**src/rtl/rf_write_ctrl.sv**
```systemverilog
// rtl/rf_write_ctrl.sv - register file write controller: post-reset clear, two-requester writeback arbiter, busy scoreboard
module rf_write_ctrl #(
  parameter int CLEAR_CYCLES = 2
) (
  input  logic       clk,
  input  logic       reset_n,
  input  logic       req0_valid,
  input  logic [1:0] req0_idx,
  input  logic [7:0] req0_data,
  output logic       req0_ready,
  input  logic       req1_valid,
  input  logic [1:0] req1_idx,
  input  logic [7:0] req1_data,
  output logic       req1_ready,
  input  logic       rsv_valid,
  input  logic [1:0] rsv_idx,
  output logic       rf_we,
  output logic [1:0] rf_idx,
  output logic [7:0] rf_data,
  output logic       rf_reset,
  output logic [3:0] busy,
  output logic       init_done
);

  localparam logic ST_CLEAR = 1'b0;
  localparam logic ST_RUN   = 1'b1;
  localparam logic [3:0] CNT_LAST = 4'(CLEAR_CYCLES - 1);

  logic       state_q, state_d;
  logic [3:0] cnt_q, cnt_d;
  logic       ptr_q, ptr_d;
  logic       rf_we_q, rf_we_d;
  logic [1:0] rf_idx_q, rf_idx_d;
  logic [7:0] rf_data_q, rf_data_d;
  logic [3:0] busy_q, busy_d;

  logic       run;
  logic       grant0, grant1;
  logic       hs0, hs1;
  logic [3:0] set_mask, clr_mask;

  assign run = (state_q == ST_RUN);

  // ptr_q names the requester granted last; the other one wins a tie.
  always_comb begin
    grant0 = run & req0_valid & (~req1_valid | ptr_q);
    grant1 = run & req1_valid & (~req0_valid | ~ptr_q);
    hs0    = grant0;
    hs1    = grant1;
  end

  always_comb begin
    state_d = state_q;
    cnt_d   = cnt_q;
    if (state_q == ST_CLEAR) begin
      cnt_d = cnt_q + 4'd1;
      if (cnt_q == CNT_LAST) begin
        state_d = ST_RUN;
      end
    end
  end

  always_comb begin
    ptr_d     = ptr_q;
    rf_we_d   = 1'b0;
    rf_idx_d  = rf_idx_q;
    rf_data_d = rf_data_q;
    if (hs0) begin
      ptr_d     = 1'b0;
      rf_we_d   = 1'b1;
      rf_idx_d  = req0_idx;
      rf_data_d = req0_data;
    end else if (hs1) begin
      ptr_d     = 1'b1;
      rf_we_d   = 1'b1;
      rf_idx_d  = req1_idx;
      rf_data_d = req1_data;
    end
  end

  // A reservation landing on the index being written back keeps it busy.
  always_comb begin
    set_mask = 4'b0000;
    clr_mask = 4'b0000;
    if (run && rsv_valid) begin
      set_mask[rsv_idx] = 1'b1;
    end
    if (hs0) begin
      clr_mask[req0_idx] = 1'b1;
    end else if (hs1) begin
      clr_mask[req1_idx] = 1'b1;
    end
    busy_d = (busy_q & ~clr_mask) | set_mask;
  end

  always_ff @(posedge clk or negedge reset_n) begin
    if (!reset_n) begin
      state_q   <= ST_CLEAR;
      cnt_q     <= 4'd0;
      ptr_q     <= 1'b1;
      rf_we_q   <= 1'b0;
      rf_idx_q  <= 2'd0;
      rf_data_q <= 8'd0;
      busy_q    <= 4'd0;
    end else begin
      state_q   <= state_d;
      cnt_q     <= cnt_d;
      ptr_q     <= ptr_d;
      rf_we_q   <= rf_we_d;
      rf_idx_q  <= rf_idx_d;
      rf_data_q <= rf_data_d;
      busy_q    <= busy_d;
    end
  end

  assign req0_ready = grant0;
  assign req1_ready = grant1;
  assign rf_we      = rf_we_q;
  assign rf_idx     = rf_idx_q;
  assign rf_data    = rf_data_q;
  assign rf_reset   = (state_q == ST_CLEAR);
  assign busy       = busy_q;
  assign init_done  = run;

endmodule

```
**config.mk**
```make
export PLATFORM = sky130hd
export DESIGN_NAME = rf_write_ctrl
export DESIGN_NICKNAME = d
export VERILOG_FILES = /design/src/rtl/rf_write_ctrl.sv
export SDC_FILE = /design/constraint.sdc
export NUM_CORES = 1
export LEC_CHECK = 0
export ABC_AREA = 1
export CAP_MARGIN = 20
export CORE_MARGIN = 5
export CORE_UTILIZATION = 46
export DETAILED_ROUTE_END_ITERATION = 16
export PLACE_DENSITY = 0.85
export SLEW_MARGIN = 10
export SYNTH_ARGS = -nofsm -noshare
export SYNTH_HDL_FRONTEND = slang
export SYNTH_SLANG_ARGS = --single-unit
```
**constraint.sdc**
```tcl
create_clock -name clk -period 2.2 [get_ports clk]
set_clock_uncertainty 0.1 [all_clocks]
set_input_delay 0.55 -clock clk [delete_from_list [all_inputs] [get_ports clk]]
set_output_delay 0.55 -clock clk [all_outputs]
set_load 0.05 [all_outputs]
```
==> summary.txt <==
Status = finished, final reports clean
Die Y = 59.7 µm
Antenna diodes = 0
Kind of critical path = reg -> out
Synth Cell Area = 1140 µm²
Final setup fails = 0
Fin Setup TNS = 0 ns
Clk Latency, worst-skew pair = 0.30 ns
Clock power frac = 18.3%
Drt total wl = 3.00 mm
CP required = 1.55 ns
Arr. time, crit path = 1.51 ns
Wire per inst = 13.1 µm
Synth-to-layout area growth = 48.8%
FF+latch count, synth = 21
Root Buffer = clkbuf_4
Pwr Density = 613 nW/µm²
Top Ports = 46
Longest Clk Path Bufs = 2
CTS tree = built
Adder-Cell Fraction of Synth Area = 2.20%
Post-synthesis mux area share = 0%
Largest net degree at the start of global routing = 22
Sw power = 390 µW
First-pass iteration count of the detailed router = 4
Ys Warns = 0
Detail Route Antenna Nets = 0
Post-CTS Hold Buffers = 0
Least-Margin Pin Slew = 0.532 ns
Leak pwr = 0.000874 µW
Crit-path cells = clkdlybuf4s50_1
Filler instances = 192
R2R setup slack = 0.75 ns
Mean Syn Cell Area = 7.63 µm²
Crit path max-delay family = buffers and inverters
Initial DRC Count = 55
Yosys cell types = 21
Critical Path Max Stage Delay = 0.82 ns
Worst Hold Class = reg -> reg
Clock sinks = 21
Critical path's slowest cell = clkdlybuf4s50_1
CORE AREA = 2410 µm²
Initial antenna violation count = 0
Fmax = 0.463 GHz
Detailed-placement wirelength estimate = 2.26 mm
Multi-input combinational cell area = 504 µm²
Number of global-route vias before repair = 1,186
Total of max-cap violations = 0
Simple-gate share of the synthesized area = 37.3%
Relative slew margins = 64.5%
Count of final hold-check violations = 0
Routed vias = 1,147
CTS clock-pin slew for the worst setup and hold paths = 0.12 ns
Post-route core utilization = 70.2%
Total GRT Usage = 18.8%
Vias per cell = 5.01
Layout cells sized above 1 = 11.1%
Fin crit share = 98.1%
Power Internal = 647 µW
Reg area = 527 µm²
Tmin final = 2.16 ns
H-tree level count = 1
Synth Area in XOR/XNOR = 2.31%
Tot Pwr = 1040 µW
Starting Density = 47.2%
First-pass GRT wire length = 5.17 mm
Sequential share of the synthesized area = 46.3%
Drc violations = 0
Worst VDD drop = 0.000438 V
Sw frac = 37.6%
Part of the power in registers = 43.1%
Die Wd = 59.7 µm
Final worst setup slack = 0.0424 ns
Cell count after synthesis = 149
Die area = 3570 µm²
Syn Nets = 178
Final GP Congestion = 0.778
Nature of the critical path endpoint = output port
Startpoint Class = flip-flop
Port bufs = 45
Comb pwr share = 38.6%
Row Count = 18
Complex-gate fraction of the synthesized area = 2.20%
RSZ-0062 raised after global routing = false
Buffers & Inverters on Critical Path = 1
Nets@finish = 229
Largest family of logic cells by synthesized area = simple AND/OR/NAND/NOR gates
Num CTS Buffers = 3
Total gr overflow = 0
DP Worst Slack = 0.0143 ns
Crit-path max FO = 2
Final Max Tran Viols = 0
## cells by family after synthesis
group / Yosys count
AOI/OAI and AO/OA: 4
and+or+nand+nor: 97
xor gates and xnor gates: 3
adders and majority gates: 2
buffers and inverters: 22
DFF: 21
## cells in the mapped netlist
cell | count | area, µm²
nand2_1 | 50 | 188
nand3_1 | 35 | 175
dfrtp_1 | 20 | 500
inv_1 | 14 | 52.6
nor2_1 | 8 | 30.0
buf_2 | 2 | 10.0
buf_4 | 2 | 15.0
buf_6 | 2 | 22.5
ha_1 | 2 | 25.0
nand2_2 | 2 | 12.5
xnor2_1 | 2 | 17.5
a21oi_1 | 1 | 5.00
dfstp_2 | 1 | 26.3
inv_2 | 1 | 3.75
inv_4 | 1 | 6.26
nand2_4 | 1 | 11.3
nand3b_1 | 1 | 7.51
o211ai_1 | 1 | 7.51
o21ai_0 | 1 | 5.00
o21bai_1 | 1 | 7.51
xor2_1 | 1 | 8.76
## area by class of cell
class | count | share of cell area [%]
repair buffers | 52 | 31.4
flip-flops and latches | 21 | 31.1
well taps | 30 | 2.22
multi-input cells | 106 | 29.8
inverters | 16 | 3.70
clock buffers | 3 | 1.33
clock inverters | 1 | 0.443
## path summary, 6_finish.rpt
kind                                             start                     end  depth (start not counted)
min in group asynchronous                      reset_n         rf_we$_DFF_PN0_                          2
worst min-delay path            rf_data[3]$_DFFE_PN0P_  rf_data[3]$_DFFE_PN0P_                          2
worst max register to register     init_done$_DFF_PN0_  rf_data[7]$_DFFE_PN0P_                          5
max in group asynchronous                      reset_n       ptr_q$_DFFE_PN1P_                          2
worst min register to register  rf_data[3]$_DFFE_PN0P_  rf_data[3]$_DFFE_PN0P_                          2
worst max-delay path                 busy[0]$_DFF_PN0_                 busy[0]                          1
## metrics by stage
step                instances  hold slack, ns  instance area (µm²)
floorplan                 149           0.154                 1140
global placement          225           0.392                 1660
detailed placement        225           0.400                 1660
CTS                       229           0.435                 1690
global route              229           0.475                 1690
finish                    229           0.434                 1690
## state kept, by name, summed over array words and instances (netlist names)
register	count
rf_we	1
ptr_q	1
init_done	1
cnt_q	4
rf_data	8
busy	4
rf_idx	2
## per-layer routing
metal | wire length [µm] | up-vias | GRT usage, %
met4 | 66 | 0 | 6.96
met1 | 1250 | 518 | 23.5
li1 | - | 572 | -
met3 | 297 | 6 | 4.32
met5 | 0 | - | 0
met2 | 1390 | 51 | 31.6
## power by group through the flow
stage	Clock [µW]	Combinational (µW)	Sequential, µW
after floorplan	0	100	578
after global placement	0	394	452
after detailed placement	0	400	453
after CTS	198	403	447
after global routing	206	430	451
final	190	400	447
## what timing repair did
item / CTS / global route
endpoints found under the setup margin: 1 / 1
buffers inserted: 0 / 0
resized for setup: 1 / 1
hold endpoints to repair: 0 / 0
## layout by cell type, fill, tap and decap left out, types with 2 or more instances in the layout
cell type        count
nand2_1             50
nand3_1             35
ha_1                 2
nand2_2              2
dfrtp_1             20
nor2_1               8
clkdlybuf4s50_1     39
xnor2_1              2
inv_1               14
buf_4                8
clkbuf_4             3
buf_12               3
(Power assumes the default switching activity.)
